--- src/rtl/vga_timing_gen.sv ---
// VGA raster timing: pixel clock, DrawX/DrawY counters, delayed hs/vs/blank
// and a one-cycle frame_start pulse, all in the Clk domain.
module vga_timing_gen #(
   parameter int H_VISIBLE  = 640,
   parameter int H_FRONT    = 16,
   parameter int H_SYNC     = 96,
   parameter int H_BACK     = 48,
   parameter int V_VISIBLE  = 480,
   parameter int V_FRONT    = 10,
   parameter int V_SYNC     = 2,
   parameter int V_BACK     = 33,
   parameter int SYNC_DELAY = 1
) (
   input  logic       Clk,
   input  logic       Reset,
   output logic       pixel_clk,
   output logic [9:0] DrawX,
   output logic [9:0] DrawY,
   output logic       hs,
   output logic       vs,
   output logic       blank,
   output logic       frame_start
);

   localparam int HT = H_VISIBLE + H_FRONT + H_SYNC + H_BACK;
   localparam int VT = V_VISIBLE + V_FRONT + V_SYNC + V_BACK;

   localparam logic [9:0] H_LAST   = 10'(HT - 1);
   localparam logic [9:0] V_LAST   = 10'(VT - 1);
   localparam logic [9:0] H_VIS    = 10'(H_VISIBLE);
   localparam logic [9:0] V_VIS    = 10'(V_VISIBLE);
   localparam logic [9:0] HS_BEG   = 10'(H_VISIBLE + H_FRONT);
   localparam logic [9:0] HS_END   = 10'(H_VISIBLE + H_FRONT + H_SYNC);
   localparam logic [9:0] VS_BEG   = 10'(V_VISIBLE + V_FRONT);
   localparam logic [9:0] VS_END   = 10'(V_VISIBLE + V_FRONT + V_SYNC);

   typedef struct packed {
      logic hs;
      logic vs;
      logic blank;
   } sync_t;

   localparam sync_t SYNC_IDLE = '{hs: 1'b1, vs: 1'b1, blank: 1'b0};

   logic       phase;
   logic [9:0] hc, vc;
   logic [9:0] hc_nx, vc_nx;
   logic       h_wrap, v_wrap;
   sync_t      sync_nx;

   // Stage 0 holds the sync terms of the current counters; each further
   // stage is one pixel tick older, so stage SYNC_DELAY drives the pins.
   sync_t [SYNC_DELAY:0] sync_pipe;

   // Counter next-state and the raw sync terms of that next state, so that
   // stage 0 lands in step with the counters on the same edge.
   always_comb begin
      h_wrap        = (hc == H_LAST);
      v_wrap        = (vc == V_LAST);
      hc_nx         = h_wrap ? 10'd0 : hc + 10'd1;
      vc_nx         = vc;
      if (h_wrap)
         vc_nx      = v_wrap ? 10'd0 : vc + 10'd1;
      sync_nx.hs    = !((hc_nx >= HS_BEG) && (hc_nx < HS_END));
      sync_nx.vs    = !((vc_nx >= VS_BEG) && (vc_nx < VS_END));
      sync_nx.blank = (hc_nx < H_VIS) && (vc_nx < V_VIS);
   end

   // Phase toggle, counters on pixel ticks (phase==1), sync delay line and
   // the frame wrap pulse; reset overrides everything.
   always_ff @(posedge Clk) begin
      if (Reset) begin
         phase       <= 1'b0;
         hc          <= 10'd0;
         vc          <= 10'd0;
         frame_start <= 1'b0;
         for (int i = 0; i <= SYNC_DELAY; i++)
            sync_pipe[i] <= SYNC_IDLE;
      end else begin
         phase       <= ~phase;
         frame_start <= phase && h_wrap && v_wrap;
         if (phase) begin
            hc           <= hc_nx;
            vc           <= vc_nx;
            sync_pipe[0] <= sync_nx;
            for (int i = 1; i <= SYNC_DELAY; i++)
               sync_pipe[i] <= sync_pipe[i-1];
         end
      end
   end

   assign pixel_clk = phase;
   assign DrawX     = hc;
   assign DrawY     = vc;
   assign hs        = sync_pipe[SYNC_DELAY].hs;
   assign vs        = sync_pipe[SYNC_DELAY].vs;
   assign blank     = sync_pipe[SYNC_DELAY].blank;

endmodule

--- config.mk ---
export PLATFORM = sky130hd
export DESIGN_NAME = vga_timing_gen
export DESIGN_NICKNAME = d
export VERILOG_FILES = /design/src/rtl/vga_timing_gen.sv
export SDC_FILE = /design/constraint.sdc
export NUM_CORES = 1
export LEC_CHECK = 0
export ABC_CLOCK_PERIOD_IN_PS = 3300
export CAP_MARGIN = 10
export CELL_PAD_IN_SITES_DETAIL_PLACEMENT = 0
export CELL_PAD_IN_SITES_GLOBAL_PLACEMENT = 2
export CORE_UTILIZATION = 33
export CTS_CLUSTER_DIAMETER = 150
export DETAILED_ROUTE_END_ITERATION = 7
export GPL_ROUTABILITY_DRIVEN = 0
export PLACE_DENSITY_LB_ADDON = 0.1
export SYNTH_ARGS = -nofsm -noshare
export SYNTH_HDL_FRONTEND = slang
export SYNTH_SLANG_ARGS = --single-unit
--- constraint.sdc ---
create_clock -name Clk -period 3.3 [get_ports Clk]
set_input_delay 0.66 -clock Clk [delete_from_list [all_inputs] [get_ports Clk]]
set_output_delay 0.66 -clock Clk [all_outputs]
set_load 0.03 [all_outputs]
Word-level counts from Yosys, hierarchy flattened

Cells that the tools add are included.

Register bits after elaboration: 28
Input bits: 2
Output and inout port bits: 25
Logic and storage cells: 31

$add $sub $neg: 2
Order comparisons: 6
Equal/unequal tests: 2
Multiplexer cells: 3
Bitwise gates (word level): 1
Reductions and logical operators: 7

Operator list:

| kind                    | count |
|---|---|
| $mux W10                | 3 |
| $add A10 B1 Y10 const B | 2 |
| $eq A10 B10 Y1 const B  | 2 |
| $lt A10 B10 Y1 const B  | 2 |
| $lt A10 B9 Y1 const B   | 2 |
| $ge A10 B10 Y1 const B  | 1 |
| $ge A10 B9 Y1 const B   | 1 |
| $logic_and A1 B1 Y1     | 5 |
| $logic_not A1 Y1        | 2 |
| $not A1 Y1              | 1 |

Depth between registers and ports, before layout

Gate-level depths: netlist (run 1).

Word-level depth: 6
Depth in mapped cells: 8
Gate-level depth less buffers: 7

Worst setup path after synthesis (run 1)

Ideal clock, no wire load.

Path kind: reg-to-reg
Start point: reg hc[0] (netlist: DrawX[0])
End point: reg sync_pipe[1] in the netlist's numbering
Setup time: 0.122 ns
Arrival: 2.206 ns
Data required time: 3.178 ns
Path slack: 0.972 ns
Stages on the path, launching flop included: 8
Path buffers: 1
Period minus slack after synthesis: 2.328 ns
Cell sequence: dfxtp_1 ha_1 nand4_2 or3_1 buf_2 or3_1 o2bb2ai_1 o32a_1

Longest elaborated chain between the ends: 5
Elaborated cells on any way between the ends: 6
Classes of those cells: 2 x order compare; 1 x eq/ne; 1 x mux; 2 x reduce/logical

RTL lines:

| what                                           | RTL line | source |
|---|---|---|
| from (decl)                                    | 46       | `logic [9:0] hc, vc;` |
| from (signal assigned)                         | 83       | `hc <= hc_nx;` |
| $eq A10 B10 Y1 (*)                             | 58       | `h_wrap = (hc == H_LAST);` |
| $mux W10 (*)                                   | 62       | `if (h_wrap)` |
| $ge A10 B9 Y1 or $lt A10 B9 Y1 (tied branches) | 65       | `sync_nx.vs = !((vc_nx >= VS_BEG) && (vc_nx < VS_END));` |
| $logic_and A1 B1 Y1 (*)                        | 65       |  |
| $logic_not A1 Y1 (*)                           | 65       |  |
| to (signal, indexed assignment)                | 87       | `sync_pipe[i] <= sync_pipe[i-1];` |
| to (decl)                                      | 53       | `sync_t [SYNC_DELAY:0] sync_pipe;` |

Every way passes the cells marked *; elsewhere a longest branch is shown, timed or not.
A chain may end at the register's enable or synchronous reset.

Final worst setup path (run 1)

Ends and elaborated chain as after synthesis.

==> results of run 1 <==
## registers in the layout, summed over array words and instances, names as in the netlist
signal	flops
DrawX	10
DrawY	10
blank	1
frame_start	1
hs	1
pixel_clk	1
sync_pipe	3
vs	1
## how the worst min path moves through the flow
| stage | from | to | slack, ps | cells after the start |
|---|---|---|---|---|
| after floorplan | sync_pipe[2] | hs | 440 | 1 |
| after global placement | sync_pipe[2] | hs | 460 | 1 |
| after detailed placement | sync_pipe[2] | hs | 470 | 1 |
| after CTS | sync_pipe[2] | hs | 490 | 1 |
| after global routing | sync_pipe[2] | hs | 500 | 1 |
| final | sync_pipe[2] | hs | 480 | 1 |
## layout make-up
cell class	instances	area (sq um)	share of cell area (%)
inverter	8	30.0	1.55
timing repair buffer	28	275	14.2
clock buffer	4	55.1	2.84
tap	52	65.1	3.36
sequential	28	561	29.0
multi-input combinational	149	950	49.1
## placed cells by master, fill, tap and decap left out, drive strengths merged, types with 2 or more instances in the layout
cell type and instances:
a31oi 3, inv 8, a311oi 2, buf 2, nand4 7, or3 4
o211ai 3, dfxtp 28, o21ai 13, a21o 2, mux2i 3, xor2 7
clkdlybuf4s50 26, nor3 8, and3 6, and4 3, ha 4, a211o 2
clkbuf 4, o31ai 2, nand3b 3, or2 3, nand2 14, nor4 4
nor2 20, nand3 7, a21oi 9, nor2b 4
## layer usage
layer / track usage (%) / vias up / part of all wire [%]
li1: - / 761 / -
met1: 24.8 / 687 / 52
met2: 26.7 / 29 / 43
met3: 4.08 / 2 / 4.4
met4: 2.40 / 0 / 0.42
met5: 0 / - / 0
## cell families after synthesis
logic type      share of synthesized area (%)
compound gates                           19.1
xor+xnor                                 4.38
fa+ha+maj                                3.13
buf+inv                                  5.70
flops                                    35.0
mux                                      1.88
simple gates                             30.8
## through the flow
stage	std cells	power (uW)	hold slack [ps]	utilization, %
finish	269	631	483	43.0
global route	269	667	502	43.0
CTS	269	642	489	43.0
detailed placement	265	426	466	41.8
global placement	265	426	459	41.8
floorplan	197	402	440	-
## worst max-delay path, delay by kind of cell, from the launching register on
family,cells,cell delay [ps]
AOI/OAI and AO/OA,3,850
DFF,1,470
adders and majority gates,1,260
and+or+nand+nor,2,660
## power by group
group | switching [uW] | total [uW] | internal, uW
combinational | 35.6 | 61.2 | 25.6
clock | 106 | 213 | 107
sequential | 11.7 | 357 | 346
total | 153 | 631 | 478
==> flow_metrics.env, run 1 <==
export IMPL_ys_seq_elements=28
export IMPL_vdd_drop_max_mv=0.249
export IMPL_clock_root_buffer="sky130_fd_sc_hd__clkbuf_8"
export IMPL_grt_overflow=0
export IMPL_worst_slew_margin_rel_pct=45.8
export IMPL_dieHeight_um=71.7
export IMPL_worst_setup_path_endpoint="sync_pipe[1]"
export IMPL_worstSetupEndpointType="register"
export IMPL_final_min_clock_period_ps=2340
export IMPL_detail_route_wirelength_um=4060
export IMPL_synth_edff_count=0
export IMPL_drt_iter0_drc=117
export IMPL_timing_hold_worst_class="register to register"
export IMPL_start_util_pct=35.6
export IMPL_timing_final_ws_setup_ps=958
export IMPL_syn_to_final_growth_pct=20.9
export IMPL_finalHoldViolCount=0
export IMPL_post_synth_main_area_contributors="sky130_fd_sc_hd__dfxtp_1 (35%), sky130_fd_sc_hd__nor2_1 (4.7%), sky130_fd_sc_hd__o21ai_0 (4.1%), sky130_fd_sc_hd__xor2_1 (3.8%), sky130_fd_sc_hd__nand2_1 (3.3%)"
export IMPL_timing_limited_maximum_frequency_mhz=427
export IMPL_design_final_nets=224
export IMPL_outcome="finished, final reports clean"
export IMPL_num_io_pins=27
export IMPL_crit_path_class="register to register"
export IMPL_synthFlopType="sky130_fd_sc_hd__dfxtp_1"
export IMPL_cell_types_with_the_highest_counts_after_synthesis="sky130_fd_sc_hd__dfxtp_1 (28), sky130_fd_sc_hd__nor2_1 (20), sky130_fd_sc_hd__nand2_1 (14)"
export IMPL_max_cap_viols=0
export IMPL_setup_viol=0
export IMPL_stdcell_area_sq_um=1940
export IMPL_power_per_cell_area_nw_per_um2=326
export IMPL_fin_crit_sh_pct=71.0
export IMPL_postRouteAntennaNets=0
export IMPL_rsz0062_at_grt="no"
export IMPL_tritoncts="yes"
export IMPL_cp_max_fo=8
export IMPL_worst_pin_slew_ps=806
export IMPL_critPathSlowestCell="sky130_fd_sc_hd__or3_1"
export IMPL_synth_async_reset_ratio_pct=0
export IMPL_1st_pass_router_iterations=4
export IMPL_post_drt_via_cell_ratio=5.50
export IMPL_dr_total_vias=1479
export IMPL_globalRouteTotalUtil_pct=17.2
export IMPL_yosys_cell_types_count=49
export IMPL_cp_cell_sequence="ha_1, nand4_2, or3_1, a2111oi_0, o2bb2ai_1, o32a_1"
export IMPL_setup_reg_to_reg_worst_slack_ps=960
export IMPL_synth_seq_area_share_pct=35.0
export IMPL_post_synth_top_area_cell="sky130_fd_sc_hd__dfxtp_1"
export IMPL_total_number_of_yosys_warnings=0
export IMPL_grt_first_pass_wirelength_um=7130
export IMPL_post_place_ws_ps=999
export IMPL_cts_inserted_buffers=3
export IMPL_syn_area_per_cell_sq_um=8.13
export IMPL_critPathLaunch="DrawX[0]"
export IMPL_finalSetupTns_ps=0
export IMPL_worst_skew_pair_late_latency_ps=270
export IMPL_numPortBuffers=26
export IMPL_dp_hpwl_um=3000
export IMPL_cp_start_kind="register"
export IMPL_clock_tree_buffer_depth=2
export IMPL_final_max_slew_viol_count=0
export IMPL_cts_num_sinks=28
export IMPL_skew_ps=4.65
export IMPL_num_antenna_cells=0
export IMPL_critPathRequiredTime_ps=3470
export IMPL_cts_hold_repair_buffers=0
export IMPL_synthMostInstantiatedCell="sky130_fd_sc_hd__dfxtp_1"
export IMPL_critical_path_max_stage_delay_ps=500
export IMPL_placementRows=24
export IMPL_remaining_drc_errors=0
export IMPL_synth_area_sq_um=1600
export IMPL_worst_setup_hold_path_clk_slew_ps=100
export IMPL_design_die_area_sq_um=5140
export IMPL_layout_filler_cells=450
export IMPL_rr_endpoint="sync_pipe[1]"
export IMPL_yosysTopAreaCellShare_pct=35.0
export IMPL_first_global_vias=1448
export IMPL_post_route_cells_drive_above_1_share_pct=5.99
export IMPL_gate_count_of_the_mapped_netlist=197
export IMPL_cts_resized_gates=0
export IMPL_wl_per_cell_um=15.1
export IMPL_grt_antenna_before_repair=0
export IMPL_postCtsSetupRepairBufs=0
export IMPL_grt_max_degree=22
export IMPL_leakagePower_uw=0.000691
export IMPL_cp_arrival_ps=2510
export IMPL_synth_net_count=203
export IMPL_clock_tree_htree_level_count=1
export IMPL_placedInstanceArea_sq_um=1880
export IMPL_chipWidth_um=71.7
export IMPL_r2r_start="DrawX[0]"
export IMPL_r2r_worst_path_cells=6
export IMPL_placeableCoreArea_sq_um=4500
Note: power is estimated with default switching activity, not from simulation.
==> inputs of run 2 (changes only) <==
--- a/config.mk
+++ b/config.mk
@@ -5,11 +5,11 @@
 export SDC_FILE = /design/constraint.sdc
 export NUM_CORES = 1
 export LEC_CHECK = 0
-export ABC_CLOCK_PERIOD_IN_PS = 3300
+export ABC_CLOCK_PERIOD_IN_PS = 2400
 export CAP_MARGIN = 10
 export CELL_PAD_IN_SITES_DETAIL_PLACEMENT = 0
 export CELL_PAD_IN_SITES_GLOBAL_PLACEMENT = 2
-export CORE_UTILIZATION = 33
+export CORE_UTILIZATION = 31
 export CTS_CLUSTER_DIAMETER = 150
 export DETAILED_ROUTE_END_ITERATION = 7
 export GPL_ROUTABILITY_DRIVEN = 0
==> constraint.sdc (replaced) <==
create_clock -name Clk -period 2.4 [get_ports Clk]
set_input_delay 0.48 -clock Clk [delete_from_list [all_inputs] [get_ports Clk]]
set_output_delay 0.48 -clock Clk [all_outputs]
set_load 0.03 [all_outputs]
==> run 2 against run 1 <==
- worst hold slack worse by 8.2 ps
- critical path depth unchanged
- sequential cell count unchanged
- fmax up 5.2%
- largest cell class unchanged
- final cell count up 8.6%
- largest power group unchanged
- routed wire length up 4.8%
- design area up 4.7%
- global-route usage down 0.37 points
- sequential power up 36%
- die area up 6.3%
- first-iteration DRC count down 44%
- sequential share of layout area down 1.3 points
==> flow_metrics.env, run 2 (synthesis gave the netlist of run 1 again) <==
export IMPL_cp_arrival_ps=2400
export IMPL_timing_limited_maximum_frequency_mhz=449
export IMPL_rr_endpoint="sync_pipe[1]"
export IMPL_drt_iter0_drc=66
export IMPL_final_max_slew_viol_count=0
export IMPL_clock_tree_htree_level_count=1
export IMPL_post_route_cells_drive_above_1_share_pct=10.2
export IMPL_dp_hpwl_um=3110
export IMPL_syn_to_final_growth_pct=26.5
export IMPL_placeableCoreArea_sq_um=4850
export IMPL_critPathSlowestCell="sky130_fd_sc_hd__or3_4"
export IMPL_holdCritStartpoint="sync_pipe[0]"
export IMPL_first_global_vias=1398
export IMPL_r2r_start="DrawX[1]"
export IMPL_grt_max_degree=22
export IMPL_postCtsSetupRepairBufs=0
export IMPL_swShare_pct=24.6
export IMPL_number_of_stages_on_the_worst_hold_path=1
export IMPL_max_cap_viols=0
export IMPL_min_to="sync_pipe[0]"
export IMPL_post_drt_via_cell_ratio=5.09
export IMPL_final_cells=292
export IMPL_power_switching_uw=216
export IMPL_cp_start_kind="register"
export IMPL_relative_contribution_of_sequential_cells_to_total_power_pct=55.5
export IMPL_dr_total_vias=1487
export IMPL_final_min_clock_period_ps=2230
export IMPL_setup_reg_to_reg_worst_slack_ps=170
export IMPL_seq_area_sq_um=561
export IMPL_grt_first_pass_wirelength_um=7010
export IMPL_worstSetupEndpointType="register"
export IMPL_timing_hold_worst_class="register to register"
export IMPL_worst_skew_pair_late_latency_ps=270
export IMPL_crit_path_class="register to register"
export IMPL_finalSetupTns_ps=0
export IMPL_worst_slew_margin_rel_pct=70.3
export IMPL_1st_pass_router_iterations=4
export IMPL_cp_max_fo=7
export IMPL_design_final_nets=232
export IMPL_numPortBuffers=26
export IMPL_rsz0062_at_grt="no"
export IMPL_timing_final_ws_setup_ps=173
export IMPL_cp_cell_sequence="ha_1, nand4_2, or3_4, or3_1, o2bb2ai_1, o32a_1"
export IMPL_critical_path_max_stage_delay_ps=450
export IMPL_dieHeight_um=73.9
export IMPL_design_die_area_sq_um=5460
export IMPL_cts_num_sinks=28
export IMPL_num_io_pins=27
export IMPL_clock_tree_buffer_depth=2
export IMPL_finalHoldViolCount=0
export IMPL_worst_pin_slew_ps=442
export IMPL_comb_power_share_pct=10.7
export IMPL_vdd_drop_max_mv=0.266
export IMPL_clock_root_buffer="sky130_fd_sc_hd__clkbuf_8"
export IMPL_cts_inserted_buffers=3
export IMPL_setup_viol=0
export IMPL_critPathRequiredTime_ps=2570
export IMPL_worst_setup_hold_path_clk_slew_ps=100
export IMPL_r2r_worst_path_cells=6
export IMPL_fin_crit_sh_pct=92.8
export IMPL_multiInputGateArea_sq_um=961
export IMPL_globalRouteTotalUtil_pct=16.8
export IMPL_mostFrequentLayoutCell="sky130_fd_sc_hd__dfxtp_1"
export IMPL_leakagePower_uw=0.000735
export IMPL_detail_route_wirelength_um=4250
export IMPL_placementRows=25
export IMPL_layout_filler_cells=523
export IMPL_internal_power_uw=661
export IMPL_wl_per_cell_um=14.6
export IMPL_commonest_cells_after_routing_fill_and_taps_aside="sky130_fd_sc_hd__dfxtp_1 (28), sky130_fd_sc_hd__clkdlybuf4s50_1 (26), sky130_fd_sc_hd__nor2_1 (20), sky130_fd_sc_hd__nand2_1 (14), sky130_fd_sc_hd__o21ai_0 (13)"
export IMPL_num_antenna_cells=0
export IMPL_grt_antenna_before_repair=0
export IMPL_grt_overflow=0
export IMPL_power_clock_fraction_pct=33.9
export IMPL_skew_ps=4.79
export IMPL_chipWidth_um=73.9
export IMPL_power_per_cell_area_nw_per_um2=433
export IMPL_postRouteAntennaNets=0
export IMPL_start_util_pct=33.0
export IMPL_cell_count_after_placement=288
export IMPL_post_place_ws_ps=118
export IMPL_outcome="finished, final reports clean"
export IMPL_remaining_drc_errors=0
export IMPL_tritoncts="yes"
[run 2: cell types whose count changed in the layout (fill, tap and decap cells not counted)]
cell                        previous run  this run
sky130_fd_sc_hd__or3_1                 4         3
sky130_fd_sc_hd__buf_4                 2        10
sky130_fd_sc_hd__a2111oi_0             1         0
sky130_fd_sc_hd__a2111oi_2             0         1
sky130_fd_sc_hd__or3_4                 0         1
[run 2: stage by stage]
stage | util, % | total power, uW | hold WS [ps] | instance area [sq um]
after detailed placement | 40.4 | 592 | 457 | 1960
after CTS | 41.5 | 899 | 482 | 2010
after global placement | 40.4 | 591 | 457 | 1960
after floorplan | - | 552 | 440 | 1600
after global routing | 41.8 | 926 | 520 | 2030
final | 41.8 | 876 | 475 | 2030
[run 2: how the worst max path moves through the flow]
| stage | start | end | slack (ps) |
|---|---|---|---|
| after floorplan | DrawX[0] | sync_pipe[1] | 70 |
| after global placement | DrawX[1] | sync_pipe[1] | 270 |
| after detailed placement | DrawX[1] | sync_pipe[1] | 120 |
| after CTS | DrawX[1] | sync_pipe[1] | 90 |
| after global routing | DrawX[1] | sync_pipe[1] | 70 |
| final | DrawX[1] | sync_pipe[1] | 170 |
[run 2: layout make-up]
class | instances | share of cell area (%)
clock buffers | 4 | 2.72
repair buffers | 36 | 16.6
multi-input cells | 149 | 47.4
flip-flops and latches | 28 | 27.7
inverters | 8 | 1.48
well taps | 67 | 4.14
[run 2: critical path: cells and delay by family, from the launching register on]
family | cells | cell delay, ps
compound gates | 2 | 430
flops | 1 | 440
fa+ha+maj | 1 | 260
simple gates | 3 | 980
[run 2: what timing repair did]
| item | 4_1_cts | 5_1_grt |
|---|---|---|
| setup endpoints to repair | 0 | 1 |
| resized for setup | 0 | 3 |
| endpoints found under the hold margin | 0 | 0 |
| hold buffers | 0 | 0 |
[run 2: per-layer routing]
layer | vias up | global-route usage [%] | part of all wire [%]
li1 | 779 | - | -
met5 | - | 0 | 0
met4 | 0 | 3.85 | 0.59
met3 | 2 | 3.70 | 2.9
met1 | 676 | 23.2 | 50
met2 | 30 | 26.7 | 46
[run 2: power by group through the flow]
stage,Clock [uW],Combinational (uW),Sequential (uW)
CTS,318,95.3,486
global route,336,102,488
detailed placement,0,95.1,497
floorplan,0,39.0,513
finish,297,93.4,486
global placement,0,94.5,496
==> inputs of run 3 (changes only) <==
--- a/config.mk
+++ b/config.mk
@@ -5,15 +5,16 @@
 export SDC_FILE = /design/constraint.sdc
 export NUM_CORES = 1
 export LEC_CHECK = 0
-export ABC_CLOCK_PERIOD_IN_PS = 2400
 export CAP_MARGIN = 10
 export CELL_PAD_IN_SITES_DETAIL_PLACEMENT = 0
 export CELL_PAD_IN_SITES_GLOBAL_PLACEMENT = 2
+export CORE_MARGIN = 3
 export CORE_UTILIZATION = 31
 export CTS_CLUSTER_DIAMETER = 150
 export DETAILED_ROUTE_END_ITERATION = 7
 export GPL_ROUTABILITY_DRIVEN = 0
 export PLACE_DENSITY_LB_ADDON = 0.1
+export SLEW_MARGIN = 10
 export SYNTH_ARGS = -nofsm -noshare
 export SYNTH_HDL_FRONTEND = slang
 export SYNTH_SLANG_ARGS = --single-unit
==> run 3 against run 2 <==
- largest cell class unchanged
- sequential share of layout area shrank 0.17 points
- utilization grew 0.26 points
- critical endpoint unchanged
- global-route usage shrank 2.0 points
- register-to-register slack gained 110 ps
- sequential power is essentially flat
- first-iteration DRC count shrank 7.6%
- clock-buffer cell count shrank 1
- clock skew grew 2.6 ps
- final cell count grew 0.34%
- clock power grew 28%
- critical path type unchanged
==> flow_metrics.env, run 3 (synthesis gave the netlist of run 1 again) <==
export IMPL_outcome="finished, final reports clean"
export IMPL_num_antenna_cells=0
export IMPL_worst_skew_pair_late_latency_ps=280
export IMPL_clock_tree_htree_level_count=1
export IMPL_final_min_clock_period_ps=2120
export IMPL_grt_max_degree=21
export IMPL_grt_antenna_before_repair=0
export IMPL_critical_path_max_stage_delay_ps=490
export IMPL_post_drt_via_cell_ratio=5.19
export IMPL_setup_reg_to_reg_worst_slack_ps=280
export IMPL_wl_per_cell_um=14.6
export IMPL_numPortBuffers=26
export IMPL_worst_slew_margin_rel_pct=70.7
export IMPL_worstSetupEndpointType="register"
export IMPL_cp_arrival_ps=2290
export IMPL_post_place_ws_ps=277
export IMPL_finalSetupTns_ps=0
export IMPL_clock_root_buffer="sky130_fd_sc_hd__clkbuf_8"
export IMPL_power_per_cell_area_nw_per_um2=472
export IMPL_final_max_slew_viol_count=0
export IMPL_syn_to_final_growth_pct=27.3
export IMPL_critPathSlowestCell="sky130_fd_sc_hd__or3_1"
export IMPL_cp_max_fo=7
export IMPL_postRouteAntennaNets=0
export IMPL_critPathRequiredTime_ps=2580
export IMPL_timing_final_ws_setup_ps=285
export IMPL_timing_limited_maximum_frequency_mhz=473
export IMPL_placeableCoreArea_sq_um=4850
export IMPL_timing_hold_worst_class="register to register"
export IMPL_fin_crit_sh_pct=88.1
export IMPL_multiInputGateArea_sq_um=950
export IMPL_clock_tree_buffer_depth=2
export IMPL_vdd_drop_max_mv=0.254
export IMPL_num_io_pins=27
export IMPL_commonest_cells_after_routing_fill_and_taps_aside="sky130_fd_sc_hd__dfxtp_1 (28), sky130_fd_sc_hd__clkdlybuf4s50_1 (26), sky130_fd_sc_hd__nor2_1 (20), sky130_fd_sc_hd__nand2_1 (14), sky130_fd_sc_hd__o21ai_0 (13)"
export IMPL_cp_start_kind="register"
export IMPL_layout_filler_cells=513
export IMPL_globalRouteTotalUtil_pct=14.8
export IMPL_rsz0062_at_grt="no"
export IMPL_worst_setup_path_endpoint="sync_pipe[1]"
export IMPL_crit_path_class="register to register"
export IMPL_post_route_cells_drive_above_1_share_pct=9.73
export IMPL_cts_inserted_buffers=3
export IMPL_design_final_nets=233
export IMPL_rr_endpoint="sync_pipe[1]"
export IMPL_cts_num_sinks=28
export IMPL_first_global_vias=1493
export IMPL_chipWidth_um=77.9
export IMPL_skew_ps=7.41
export IMPL_placementRows=25
export IMPL_remaining_drc_errors=0
export IMPL_leakagePower_uw=0.000746
export IMPL_critPathLaunch="DrawX[0]"
export IMPL_design_die_area_sq_um=6060
export IMPL_dr_total_vias=1522
export IMPL_grt_first_pass_wirelength_um=7300
export IMPL_family_of_cells_with_the_greatest_summed_delay_on_the_critical_path="simple AND/OR/NAND/NOR gates"
export IMPL_r2r_start="DrawX[0]"
export IMPL_postCtsSetupRepairBufs=0
export IMPL_start_util_pct=33.0
export IMPL_seq_area_sq_um=561
export IMPL_setup_viol=0
export IMPL_cp_cell_sequence="ha_1, nand4_2, or3_1, or3_1, o2bb2ai_1, o32a_1"
export IMPL_worst_setup_hold_path_clk_slew_ps=110
export IMPL_detail_route_wirelength_um=4270
export IMPL_finalHoldViolCount=0
export IMPL_timing_critical_path_depth=6
export IMPL_drt_iter0_drc=61
export IMPL_tritoncts="yes"
export IMPL_cts_hold_repair_buffers=0
export IMPL_1st_pass_router_iterations=4
export IMPL_cts_resized_gates=0
export IMPL_mostFrequentLayoutCell="sky130_fd_sc_hd__dfxtp_1"
export IMPL_dieHeight_um=77.9
export IMPL_cp_buffers_inverters=0
export IMPL_worst_pin_slew_ps=428
export IMPL_dp_hpwl_um=3210
export IMPL_r2r_worst_path_cells=6
export IMPL_most_used_cell_cp="sky130_fd_sc_hd__or3_1"
export IMPL_grt_overflow=0
export IMPL_max_cap_viols=0
run 3: through the flow:
| stage | util, % | hold slack, ps | std cells | instance area, sq um | power (uW) |
|---|---|---|---|---|---|
| after detailed placement | 40.6 | 470 | 289 | 1970 | 595 |
| after floorplan | - | 440 | 197 | 1600 | 552 |
| final | 42.0 | 489 | 293 | 2040 | 963 |
| after global placement | 40.6 | 462 | 289 | 1970 | 595 |
| after global routing | 42.0 | 509 | 293 | 2040 | 1010 |
| after CTS | 42.0 | 497 | 293 | 2040 | 978 |
run 3: worst min path at each step:
stage	start	endpoint	slack, ps	cells after the start
after detailed placement	sync_pipe[2]	hs	470	1
after global routing	sync_pipe[2]	hs	510	1
after CTS	sync_pipe[2]	hs	500	1
after floorplan	sync_pipe[2]	hs	440	1
after global placement	sync_pipe[2]	hs	460	1
final	sync_pipe[2]	hs	490	1
run 3: area by class of cell:
cell class	count	share of cell area, %
Multi-Input combinational cell	149	46.6
Timing Repair Buffer	37	16.8
Tap cell	67	4.11
Sequential cell	28	27.5
Inverter	8	1.47
Clock buffer	3	2.03
Clock inverter	1	1.47
run 3: per-layer routing:
metal	share of wire [%]	global-route usage, %
met5	0	0
met4	1.1	2.85
met3	2.8	2.78
met2	47	24.6
met1	49	20.0
run 3: worst reg2reg max path, stage by stage (launching register included):
cell and delay, ps:
sky130_fd_sc_hd__dfxtp_1 350, sky130_fd_sc_hd__ha_1 220, sky130_fd_sc_hd__nand4_2 160, sky130_fd_sc_hd__or3_1 490, sky130_fd_sc_hd__or3_1 360, sky130_fd_sc_hd__o2bb2ai_1 140
sky130_fd_sc_hd__o32a_1 290
run 3: power breakdown:
group / switching (uW) / total, uW / internal, uW
Clock: 156 / 380 / 223
Combinational: 57.4 / 97.9 / 40.5
Sequential: 9.69 / 485 / 475
